## src/rtl/reg_op_pkg.sv

```systemverilog
// Shared types for the register-op sequencer: opcode and FSM state encodings.
package reg_op_pkg;

    typedef enum logic [2:0] {
        OP_ADD = 3'b000,
        OP_SUB = 3'b001,
        OP_AND = 3'b010,
        OP_OR  = 3'b011,
        OP_XOR = 3'b100,
        OP_MOV = 3'b101,
        OP_LDI = 3'b110,
        OP_NOP = 3'b111
    } op_t;

    typedef enum logic [1:0] {
        ST_IDLE   = 2'd0,
        ST_READ_A = 2'd1,
        ST_READ_B = 2'd2,
        ST_WRITE  = 2'd3
    } state_t;

    // LDI and NOP never touch the read port.
    function automatic logic needs_read(input op_t op);
        return (op != OP_LDI) && (op != OP_NOP);
    endfunction

endpackage

```

## src/rtl/reg_op_alu.sv

```systemverilog
// Combinational datapath for the sequencer.
// Ports: op_i opcode, a_i/b_i operands, imm_i immediate,
//        result_o modulo-2^W result, carry_o carry (ADD) or borrow (SUB).
module reg_op_alu
    import reg_op_pkg::*;
#(
    parameter int unsigned DATA_WIDTH = 8
) (
    input  op_t                   op_i,
    input  logic [DATA_WIDTH-1:0] a_i,
    input  logic [DATA_WIDTH-1:0] b_i,
    input  logic [DATA_WIDTH-1:0] imm_i,
    output logic [DATA_WIDTH-1:0] result_o,
    output logic                  carry_o
);

    logic [DATA_WIDTH:0] sum;

    assign sum = {1'b0, a_i} + {1'b0, b_i};

    always_comb begin
        result_o = '0;
        carry_o  = 1'b0;
        case (op_i)
            OP_ADD: begin
                result_o = sum[DATA_WIDTH-1:0];
                carry_o  = sum[DATA_WIDTH];
            end
            OP_SUB: begin
                result_o = a_i - b_i;
                carry_o  = (a_i < b_i);
            end
            OP_AND:  result_o = a_i & b_i;
            OP_OR:   result_o = a_i | b_i;
            OP_XOR:  result_o = a_i ^ b_i;
            OP_MOV:  result_o = a_i;
            OP_LDI:  result_o = imm_i;
            default: result_o = '0;
        endcase
    end

endmodule

```

## src/rtl/reg_op_sequencer.sv

```systemverilog
// Command-driven micro-sequencer in front of a single-read/single-write register file.
// Ports: clk/reset (sync, active high); cmd_* valid/ready command channel;
//        rf_r_addr/rf_r_data serial operand reads; rf_w_* write-back;
//        busy/done status; flag_zero/flag_carry result flags.
module reg_op_sequencer
    import reg_op_pkg::*;
#(
    parameter int unsigned DATA_WIDTH = 8,
    parameter int unsigned ADDR_WIDTH = 2
) (
    input  logic                  clk,
    input  logic                  reset,
    input  logic                  cmd_valid,
    output logic                  cmd_ready,
    input  logic [2:0]            cmd_op,
    input  logic [ADDR_WIDTH-1:0] cmd_rd,
    input  logic [ADDR_WIDTH-1:0] cmd_rs1,
    input  logic [ADDR_WIDTH-1:0] cmd_rs2,
    input  logic [DATA_WIDTH-1:0] cmd_imm,
    output logic [ADDR_WIDTH-1:0] rf_r_addr,
    input  logic [DATA_WIDTH-1:0] rf_r_data,
    output logic                  rf_w_en,
    output logic [ADDR_WIDTH-1:0] rf_w_addr,
    output logic [DATA_WIDTH-1:0] rf_w_data,
    output logic                  busy,
    output logic                  done,
    output logic                  flag_zero,
    output logic                  flag_carry
);

    state_t                  state_q;
    op_t                     op_q;
    logic [ADDR_WIDTH-1:0]   rd_q;
    logic [ADDR_WIDTH-1:0]   rs2_q;
    logic [DATA_WIDTH-1:0]   op_a_q;
    logic                    res_carry_q;
    logic                    ready_q;
    logic                    busy_q;
    logic                    done_q;
    logic [ADDR_WIDTH-1:0]   r_addr_q;
    logic                    w_en_q;
    logic [ADDR_WIDTH-1:0]   w_addr_q;
    logic [DATA_WIDTH-1:0]   w_data_q;
    logic                    zero_q;
    logic                    carry_q;

    op_t                     cmd_op_e;
    op_t                     alu_op;
    logic [DATA_WIDTH-1:0]   alu_a;
    logic [DATA_WIDTH-1:0]   alu_res;
    logic                    alu_carry;
    logic [ADDR_WIDTH-1:0]   wr_addr;
    logic                    go_write;

    assign cmd_op_e = op_t'(cmd_op);

    // Result is computed on the edge entering WRITE, so the ALU sees the
    // operand arriving on the read port that same cycle (or the live command
    // for LDI/NOP, which go straight from IDLE).
    always_comb begin
        alu_op   = op_q;
        alu_a    = op_a_q;
        wr_addr  = rd_q;
        go_write = 1'b0;
        case (state_q)
            ST_IDLE: begin
                alu_op   = cmd_op_e;
                wr_addr  = cmd_rd;
                go_write = cmd_valid && !needs_read(cmd_op_e);
            end
            ST_READ_A: begin
                alu_a    = rf_r_data;
                go_write = (op_q == OP_MOV);
            end
            ST_READ_B: go_write = 1'b1;
            default:   go_write = 1'b0;
        endcase
    end

    reg_op_alu #(
        .DATA_WIDTH (DATA_WIDTH)
    ) u_alu (
        .op_i     (alu_op),
        .a_i      (alu_a),
        .b_i      (rf_r_data),
        .imm_i    (cmd_imm),
        .result_o (alu_res),
        .carry_o  (alu_carry)
    );

    // Sequencer FSM with registered outputs.
    always_ff @(posedge clk) begin
        if (reset) begin
            state_q     <= ST_IDLE;
            op_q        <= OP_ADD;
            rd_q        <= '0;
            rs2_q       <= '0;
            op_a_q      <= '0;
            res_carry_q <= 1'b0;
            ready_q     <= 1'b1;
            busy_q      <= 1'b0;
            done_q      <= 1'b0;
            r_addr_q    <= '0;
            w_en_q      <= 1'b0;
            w_addr_q    <= '0;
            w_data_q    <= '0;
            zero_q      <= 1'b0;
            carry_q     <= 1'b0;
        end else begin
            case (state_q)
                ST_IDLE: begin
                    if (cmd_valid) begin
                        op_q    <= cmd_op_e;
                        rd_q    <= cmd_rd;
                        rs2_q   <= cmd_rs2;
                        ready_q <= 1'b0;
                        busy_q  <= 1'b1;
                        if (needs_read(cmd_op_e)) begin
                            r_addr_q <= cmd_rs1;
                            state_q  <= ST_READ_A;
                        end
                    end
                end
                ST_READ_A: begin
                    op_a_q <= rf_r_data;
                    if (op_q != OP_MOV) begin
                        r_addr_q <= rs2_q;
                        state_q  <= ST_READ_B;
                    end
                end
                ST_READ_B: begin
                    state_q <= ST_WRITE;
                end
                default: begin
                    // Write commits on this edge; flags follow it.
                    state_q <= ST_IDLE;
                    ready_q <= 1'b1;
                    busy_q  <= 1'b0;
                    done_q  <= 1'b0;
                    w_en_q  <= 1'b0;
                    if (op_q != OP_NOP) begin
                        zero_q  <= (w_data_q == '0);
                        carry_q <= res_carry_q;
                    end
                end
            endcase
            if (go_write) begin
                state_q     <= ST_WRITE;
                done_q      <= 1'b1;
                w_en_q      <= (alu_op != OP_NOP);
                w_addr_q    <= wr_addr;
                w_data_q    <= alu_res;
                res_carry_q <= alu_carry;
            end
        end
    end

    assign cmd_ready  = ready_q;
    assign busy       = busy_q;
    assign done       = done_q;
    assign rf_r_addr  = r_addr_q;
    // A pending write is suppressed immediately while reset is asserted.
    assign rf_w_en    = w_en_q & ~reset;
    assign rf_w_addr  = w_addr_q;
    assign rf_w_data  = w_data_q;
    assign flag_zero  = zero_q;
    assign flag_carry = carry_q;

endmodule

```

## config.mk

```make
export PLATFORM = sky130hd
export DESIGN_NAME = reg_op_sequencer
export DESIGN_NICKNAME = d
export VERILOG_FILES = /design/src/rtl/reg_op_pkg.sv /design/src/rtl/reg_op_alu.sv /design/src/rtl/reg_op_sequencer.sv
export SDC_FILE = /design/constraint.sdc
export NUM_CORES = 1
export LEC_CHECK = 0
export BUFFER_PORTS_ARGS = -buffer_cell sky130_fd_sc_hd__buf_2
export CAP_MARGIN = 30
export CORE_MARGIN = 2
export CORE_UTILIZATION = 52
export DETAILED_ROUTE_END_ITERATION = 7
export PLACE_DENSITY = 0.85
export SLEW_MARGIN = 20
export SYNTH_ARGS = -nofsm -noshare
export SYNTH_HDL_FRONTEND = slang
export SYNTH_SLANG_ARGS = --single-unit
```

## constraint.sdc

```tcl
create_clock -name clk -period 3.1 [get_ports clk]
set_clock_uncertainty 0.1 [all_clocks]
set_input_delay 0.155 -clock clk [delete_from_list [all_inputs] [get_ports clk]]
set_output_delay 0.155 -clock clk [all_outputs]
set_load 0.01 [all_outputs]
```

==> results of run 1 <==
final timing paths:
kind / slack, ns / from / endpoint / depth (start not counted)
max reg2reg: 0.13 / state_q[1] / rf_w_data[6] / 13
min: 0.008 / cmd_rs2[0] / rs2_q[0] / 3
min reg2reg: 0.35 / flag_zero / flag_zero / 2
max: 0.13 / state_q[1] / rf_w_data[6] / 13
layout by cell type (no fill, tap or decap), types with 4 or more instances in the layout:
cell	count
o21ai_0	9
o22ai_1	5
xnor2_1	5
a21o_1	7
nand2b_1	6
clkbuf_8	5
a211oi_1	7
mux2i_1	10
buf_2	45
o21ai_1	5
mux2_2	4
dfxtp_1	35
buf_4	15
nand3_1	14
nand2_1	24
a21oi_1	31
ha_1	26
inv_1	24
nor2_1	30
repair_timing:
action	in CTS	in global routing
resized for setup	0	11
setup endpoints to repair	0	6
hold buffers	0	0
registers in the layout (all words and copies together), names as in the netlist:
signal and cells:
rd_q 2, state_q 2, busy 1, rf_w_addr 2, op_q 3, rf_r_addr 2, res_carry_q 1, op_a_q 8
rf_w_data 8, cmd_ready 1, flag_zero 1, flag_carry 1, w_en_q 1, done 1, rs2_q 2
cells by family after synthesis:
| kind of cell | Yosys count | synth area share |
|---|---|---|
| AO/OA/AOI/OAI | 103 | 0.265 |
| buffers and inverters | 43 | 0.0732 |
| adder cells (fa/ha/maj) | 30 | 0.139 |
| XOR/XNOR | 6 | 0.0188 |
| AND/OR/NAND/NOR | 92 | 0.159 |
| multiplexers | 21 | 0.0875 |
| flip-flops | 36 | 0.257 |
layout make-up:
class / instances / area share
multi-input cells: 252 / 0.586
inverters: 26 / 0.0299
clock inverters: 3 / 0.00575
clock buffers: 5 / 0.0211
well taps: 70 / 0.0268
repair buffers: 61 / 0.110
flip-flops and latches: 36 / 0.221
worst max-delay path, delay by kind of cell (launching register included):
kind,cells,cell delay (ns)
xor+xnor,1,0.10
compound gates,5,0.98
mux,1,0.23
buf+inv,3,0.30
fa+ha+maj,3,0.81
flops,1,0.34
metrics by stage:
| stage | utilization | power [mW] |
|---|---|---|
| 2_1_floorplan | - | 2.21 |
| 3_3_place_gp | 0.611 | 2.69 |
| 3_5_place_dp | 0.611 | 2.73 |
| 4_1_cts | 0.628 | 3.08 |
| 5_1_grt | 0.635 | 3.38 |
| 6_report | 0.635 | 3.15 |
power groups by stage:
stage               sequential, mW  combinational, mW  clock, mW
finish                       0.703               2.11      0.336
global route                 0.722               2.29      0.363
CTS                          0.697               2.04      0.343
detailed placement           0.707               2.03          0
global placement             0.699               1.99          0
floorplan                    0.730               1.48          0
metal layers:
layer  vias up  share of wire  track usage
li1       1299              -            -
met1      1267           0.45        0.314
met2       102           0.47        0.378
met3        10          0.069       0.0523
met4         0          0.015       0.0893
met5         -              0            0
==> run metrics, run 1 <==
Worst slew margin 0.570; TritonCTS buffer count 5; die height 77.4 um; Die ar. 5990 sq um; maximum vdd drop 0.000366 V; Worst setup SP type flip-flop; gr usage total 0.237; Worst path most repeated cell inv_1; Synth Instances 331; CP arrival 3.06 ns; H-tree Lvls 2; Final Max Slew Viols 0; area of the core 5140 sq um; Seq pwr share 0.223; # diodes 0; library cells used by synthesis 64; RSZ-0062 raised after global routing no; Initial Util 0.545; sequential cell area fraction in the yosys report 0.257; # clock sinks 36; Final Hold Fails 0; Synth Net Count 389; Worst path max stage delay 0.39 ns; Worst Path Required 3.20 ns; Power per Cell Area 965 nW/um^2; Longest Clk Path Bufs 2; ys flop type dfxtp_1; Sw Share 0.466; Hold WS 0.00845 ns; PortBufs 45; I/O pins 46; CTS tree done; total gr overflow 0; min Tclk post-route 2.97 ns; synthesis-to-layout area growth 16.5%; Yosys warning count 0; GP Congestion 0.947; WL/cell 15.5 um; number of nets in the layout 440; Reg area 722 sq um; final period utilization 0.957; vias 2,678; Mean Syn Cell Area 8.46 sq um; area of the multi-input gates 1910 sq um; Post-synth EDFFs 0; worst skew pair latency 0.29 ns; synthesized cell area 2800 sq um; Via-to-Cell Ratio 5.91; DRC violations left 0; layout cell share with drive strength beyond 1 0.264; Setup crit end kind flip-flop; post-synthesis async set-or-reset flop share 0; drt initial violations 236; Tightest Pin Transition 0.632 ns; DRT Pass-1 Iters 5; crit path cell chain inv_1 > ha_2 > buf_12 > mux2i_2 > ha_1 > inv_1 > fa_1 > a21o_1 > a221oi_2 > xnor2_1 > o32ai_1 > o21ai_1 > o311ai_1; FF+latch count, synth 36; drt total wl 7.02 mm; pin count of the biggest net entering global routing 31; antenna viol nets, final 0; Root Buffer clkbuf_8; initial antenna violation count 0; P_sw 1.47 mW; first-pass GRT wire length 11.5 mm; top-area cell type share of the netlist area 0.257; Final Cell Area 3260 sq um; non-filler instance count after layout 453; Clk pwr share 0.107; DIE WIDTH 77.4 um; status completed; f_max 337 MHz; largest area contributor in the netlist dfxtp_1; internal power 1.68 mW; Setup Buffers After CTS 0; final setup fails 0; list of most frequent post-synthesis cells dfxtp_1, a21oi_1, nor2_1; CP Class flip-flop to flip-flop; Gate power share 0.670; P_leak 1.45 nW; vias in the first global route 2,508; hpwl dp 5.25 mm; clock-pin transition on the worst setup and hold timing paths 0.08 ns; Area contributors post-synth dfxtp_1, ha_1, a21oi_1; pre-CTS setup slack 0.0243 ns; Setup TNS 0 ns; Placed Cells 445; CP max-delay cell fa_1; final setup margin 0.132 ns; Max-Cap Viols 0; Worst Hold Class primary input to flip-flop; Fillers 463; maximum fanout along the worst path 8; row cnt 26; Placed Area 3140 sq um; most common cell in the netlist dfxtp_1
(Power assumes the default switching activity.)
==> run 2: changes to the inputs <==
--- a/config.mk
+++ b/config.mk
@@ -5,6 +5,7 @@
 export SDC_FILE = /design/constraint.sdc
 export NUM_CORES = 1
 export LEC_CHECK = 0
+export ABC_AREA = 1
 export BUFFER_PORTS_ARGS = -buffer_cell sky130_fd_sc_hd__buf_2
 export CAP_MARGIN = 30
 export CORE_MARGIN = 2
==> constraint.sdc (replaced) <==
create_clock -name clk -period 3.1 [get_ports clk]
set_clock_uncertainty 0.1 [all_clocks]
set_input_delay 0.155 -clock clk [delete_from_list [all_inputs] [get_ports clk]]
set_output_delay 0.155 -clock clk [all_outputs]
set_load 0.02 [all_outputs]
==> run 2 against run 1 <==
- total power increased by 4.1%
- sequential share of layout area decreased by 0.17 points
- register-to-register slack improved by 0.17 ns
- setup slack improved by 0.17 ns
- utilization decreased by 3.5 points
- critical endpoint is now rf_w_data[3]
==> run metrics, run 2 <==
# clock sinks 36; drt initial violations 225; antenna viol nets, final 0; Worst setup SP type flip-flop; TritonCTS buffer count 5; Longest Clk Path Bufs 2; P_leak 1.67 nW; PortBufs 45; Final Max Slew Viols 0; f_max 357 MHz; most common cell after layout, fill and taps aside nand2_1; worst skew pair latency 0.30 ns; Yosys warning count 0; min Tclk post-route 2.80 ns; number of nets in the layout 552; Mean Syn Cell Area 6.47 sq um; DRT Pass-1 Iters 5; initial antenna violation count 0; Sw Share 0.544; Worst slew margin 0.606; Die ar. 6230 sq um; Setup Buffers After CTS 0; Clk pwr share 0.106; pin count of the biggest net entering global routing 22; Tightest Pin Transition 0.590 ns; vias 3,063; Synth Instances 451; Post-synth EDFFs 0; Power per Cell Area 998 nW/um^2; WL/cell 14.4 um; I/O pins 46; top-area cell type share of the netlist area 0.247; ys flop type dfxtp_1; Max-Cap Viols 0; Placed Area 3200 sq um; most frequent cells in the layout nand2_1, inv_1, nor2_1; post-synthesis async set-or-reset flop share 0; reg-to-reg startpoint state_q[1]; FF+latch count, synth 36; library cells used by synthesis 38; layout cell share with drive strength beyond 1 0.164; final period utilization 0.904; Synth Net Count 509; drt total wl 8.15 mm; critical path launch point state_q[1]; sequential cell area fraction in the yosys report 0.247; synthesized cell area 2920 sq um; vias in the first global route 2,816; DRC violations left 0; P_sw 1.78 mW; hpwl dp 6.51 mm; die height 78.9 um; H-tree Lvls 2; area of the core 5470 sq um; status completed; final setup fails 0; maximum fanout along the worst path 9; clock-pin transition on the worst setup and hold timing paths 0.08 ns; CP arrival 2.89 ns; Worst Path Required 3.19 ns; Area contributors post-synth dfxtp_1, nand2_1, ha_1; Final Hold Fails 0; maximum vdd drop 0.000624 V; Seq pwr share 0.222; list of most frequent post-synthesis cells nand2_1, inv_1, nor2_1; Setup TNS 0 ns; Gate power share 0.672; gr usage total 0.267; largest area contributor in the netlist dfxtp_1; total gr overflow 0; GP Congestion 1.02; RSZ-0062 raised after global routing no; # diodes 0; Initial Util 0.533; row cnt 27; internal power 1.49 mW; Via-to-Cell Ratio 5.40; most common cell in the netlist nand2_1; Worst Hold Class primary input to flip-flop; first-pass GRT wire length 13.0 mm; CTS tree done; final setup margin 0.298 ns; Hold WS 0.0298 ns; DIE WIDTH 78.9 um; Root Buffer clkbuf_8; Final Cell Area 3280 sq um; hold_sp cmd_rs2[0]; pre-CTS setup slack 0.172 ns; Setup crit end kind flip-flop; CP Class flip-flop to flip-flop; synthesis-to-layout area growth 12.5%
run 2: cell count changes after synthesis, sizes merged, moves of 8 or more:
| cell | delta |
|---|---|
| a21oi | -8 |
| inv | +37 |
| mux2i | -15 |
| nand2 | +76 |
| nand3 | +33 |
| nand4 | +15 |
| nor2 | +27 |
| o21ai | +24 |
run 2: per-stage QoR:
stage	instances	util	power, mW
after floorplan	451	-	2.33
after global placement	559	0.584	2.86
after detailed placement	559	0.584	2.89
after CTS	567	0.600	3.24
after global routing	567	0.600	3.54
final	567	0.600	3.28
run 2: cell type report:
type                       instances  area (sq um)
tap                               72          90.1
clock inverter                     1          8.76
fill                             521          2190
multi-input combinational        336          1880
sequential                        36           721
inverter                          65           249
clock buffer                       7          76.3
timing repair buffer              50           263
run 2: path summary, 6_finish.rpt:
kind / endpoint / slack, ns / cells past startpoint
min: rs2_q[0] / 0.03 / 3
max: rf_w_data[3] / 0.30 / 13
min reg2reg: rd_q[1] / 0.35 / 2
max reg2reg: rf_w_data[3] / 0.30 / 13
run 2: cell families (layout without fill, tap and decap cells):
kind of cell / after synthesis / count (layout) / share of synthesized area
XOR/XNOR: 1 / 1 / 0.00300
buffers and inverters: 79 / 123 / 0.111
AO/OA/AOI/OAI: 75 / 75 / 0.148
adder cells (fa/ha/maj): 30 / 30 / 0.134
flip-flops: 36 / 36 / 0.247
AND/OR/NAND/NOR: 230 / 230 / 0.358
run 2: per-layer routing:
metal	share of wire	vias to the layer above	track usage
met4	0.026	0	0.100
li1	-	1555	-
met2	0.47	117	0.459
met1	0.43	1373	0.336
met5	0	-	0
met3	0.072	18	0.0466
run 2: timing repair:
action,in CTS,in global routing
endpoints found under the hold margin,0,0
hold buffers,0,0
gates resized for setup,0,2
setup endpoints to repair,0,2
run 2: power groups by stage:
stage / sequential, mW / clock (mW) / combinational, mW
2_1_floorplan: 0.836 / 0 / 1.49
3_3_place_gp: 0.728 / 0 / 2.13
3_5_place_dp: 0.737 / 0 / 2.16
4_1_cts: 0.727 / 0.348 / 2.17
5_1_grt: 0.748 / 0.367 / 2.42
6_report: 0.728 / 0.347 / 2.20
run 2: critical path: stages (launching register included):
cell and delay [ns]:
dfxtp_1 0.36, inv_1 0.08, ha_1 0.27, o21ai_0 0.46, ha_1 0.39, inv_1 0.24
nand2_1 0.11, nand3_1 0.15, xor2_1 0.17, nor2_1 0.06, nor2_1 0.10, nand2_1 0.09
nand2_1 0.07, nand2_1 0.05
==> run 3: changes to the inputs <==
--- a/config.mk
+++ b/config.mk
@@ -9,9 +9,9 @@
 export BUFFER_PORTS_ARGS = -buffer_cell sky130_fd_sc_hd__buf_2
 export CAP_MARGIN = 30
 export CORE_MARGIN = 2
-export CORE_UTILIZATION = 52
+export CORE_UTILIZATION = 55
 export DETAILED_ROUTE_END_ITERATION = 7
-export PLACE_DENSITY = 0.85
+export PLACE_DENSITY = 0.86
 export SLEW_MARGIN = 20
 export SYNTH_ARGS = -nofsm -noshare
 export SYNTH_HDL_FRONTEND = slang
==> constraint.sdc (replaced) <==
create_clock -name clk -period 2.69 [get_ports clk]
set_clock_uncertainty 0.1 [all_clocks]
set_input_delay 0.1345 -clock clk [delete_from_list [all_inputs] [get_ports clk]]
set_output_delay 0.1345 -clock clk [all_outputs]
set_load 0.02 [all_outputs]
==> run 3 against run 2 <==
- via count rose by 3.0%
- maximum frequency is 11% higher
- combinational power up 22%
- largest power group unchanged
- worst hold slack got worse by 0.015 ns
- critical path type unchanged
==> run metrics, run 3 (synthesis results as in run 2) <==
row cnt 26; Final Hold Fails 0; WL/cell 14.8 um; Worst path most repeated cell nand2_1; r2r endpoint rf_w_data[7]; worst skew pair latency 0.30 ns; DRC violations left 0; # clock sinks 36; Die ar. 5910 sq um; P_leak 1.74 nW; R2R cell count 14; final setup fails 0; Hold Path Depth 3; CP max-delay cell ha_2; most frequent cells in the layout nand2_1, inv_1, nor2_1; CTS tree done; die height 76.9 um; maximum fanout along the worst path 10; clock-pin transition on the worst setup and hold timing paths 0.08 ns; total gr overflow 0; hpwl dp 6.67 mm; Setup TNS 0 ns; antenna viol nets, final 0; PortBufs 45; most common cell after layout, fill and taps aside nand2_1; Buf/Inv on CP 2; CP arrival 2.63 ns; Worst slew margin 0.603; Hold EP rf_w_addr[0]; I/O pins 46; vias 3,154; Total Power 4.03 mW; synthesis-to-layout area growth 17.0%; Root Buffer clkbuf_8; Worst path max stage delay 0.41 ns; crit path cell chain inv_1 > ha_4 > buf_4 > o21ai_0 > ha_2 > nor2_1 > and2_1 > nand2_1 > nand2_1 > nand2_1 > nand3_1 > nand3_1 > nand2_1 > nand2_1; status completed; drt initial violations 295; H-tree Lvls 2; Max-Cap Viols 0; first-pass GRT wire length 14.0 mm; Power per Cell Area 1180 nW/um^2; vias in the first global route 3,014; CP Class flip-flop to flip-flop; Tightest Pin Transition 0.595 ns; Longest Clk Path Bufs 2; number of nets in the layout 563; f_max 396 MHz; CTS Hold Buffers Added 0; Initial Util 0.572; pin count of the biggest net entering global routing 22; Final Max Slew Viols 0; # diodes 0; min Tclk post-route 2.52 ns; DRT Pass-1 Iters 5; Worst Hold Class primary input to flip-flop; Worst Path Required 2.79 ns; final period utilization 0.938; R2R Setup Slk 0.17 ns; area of the core 5110 sq um; GP Congestion 0.941; Worst setup SP type flip-flop; reg-to-reg startpoint state_q[1]; RSZ-0062 raised after global routing no; initial antenna violation count 0; layout cell share with drive strength beyond 1 0.194; hold_sp cmd_rd[0]; gr usage total 0.301; Via-to-Cell Ratio 5.48; maximum vdd drop 0.000703 V; TritonCTS buffer count 5; CP top delay family simple AND/OR/NAND/NOR gates; DIE WIDTH 76.9 um; drt total wl 8.50 mm; Setup crit end kind flip-flop
-- run 3: cell count changes in the layout (fill, tap and decap cells not counted), sizes merged --
cell,delta
clkbuf,-1
bufinv,+1
buf,+11
-- run 3: how the worst max path moves through the flow --
| stage | from | endpoint | depth (start not counted) |
|---|---|---|---|
| 2_1_floorplan | state_q[1] | rf_w_data[2] | 14 |
| 3_3_place_gp | state_q[1] | res_carry_q | 14 |
| 3_5_place_dp | state_q[1] | rf_w_data[4] | 18 |
| 4_1_cts | state_q[1] | rf_w_data[7] | 14 |
| 5_1_grt | state_q[1] | rf_w_data[4] | 17 |
| 6_report | state_q[1] | rf_w_data[7] | 14 |
-- run 3: per-stage QoR --
step | std cells | setup slack, ns | util | area (sq um) | hold slack [ns]
floorplan | 451 | 0.0936 | - | 2920 | 0.189
global placement | 568 | 0.108 | 0.642 | 3280 | 0.292
global route | 576 | 0.00247 | 0.669 | 3410 | 0.00692
CTS | 576 | 0.0293 | 0.663 | 3390 | 0.00339
finish | 576 | 0.168 | 0.669 | 3410 | 0.0150
detailed placement | 568 | 0.0430 | 0.642 | 3280 | 0.316
-- run 3: final cells by class --
class	count	area, sq um
Multi-Input combinational cell	336	1900
Clock buffer	6	72.6
Clock inverter	2	35.0
Inverter	65	249
Sequential cell	36	722
Timing Repair Buffer	61	345
Tap cell	70	87.6
Fill cell	460	1690
-- run 3: timing repair --
| item | 4_1_cts | 5_1_grt |
|---|---|---|
| buffers inserted | 0 | 0 |
| endpoints found under the hold margin | 0 | 0 |
| setup endpoints to repair | 0 | 7 |
| gates resized for setup | 0 | 12 |
-- run 3: metal layers --
| layer | part of all wire | GRT usage | vias to the layer above |
|---|---|---|---|
| met3 | 0.066 | 0.0400 | 23 |
| met5 | 0 | 0 | - |
| met2 | 0.48 | 0.520 | 130 |
| met1 | 0.42 | 0.364 | 1427 |
| li1 | - | - | 1574 |
| met4 | 0.033 | 0.151 | 0 |
-- run 3: power by group --
group	internal [mW]	leakage, nW	switching (mW)	total (mW)
Sequential	0.732	0.296	0.117	0.849
Combinational	0.910	1.39	1.78	2.69
Clock	0.275	0.0552	0.207	0.483
Total	1.92	1.74	2.11	4.03
-- run 3: worst min-delay path, cell delays in order --
cell and delay (ns):
buf_2 0.10, nand2_1 0.05, a31oi_1 0.08
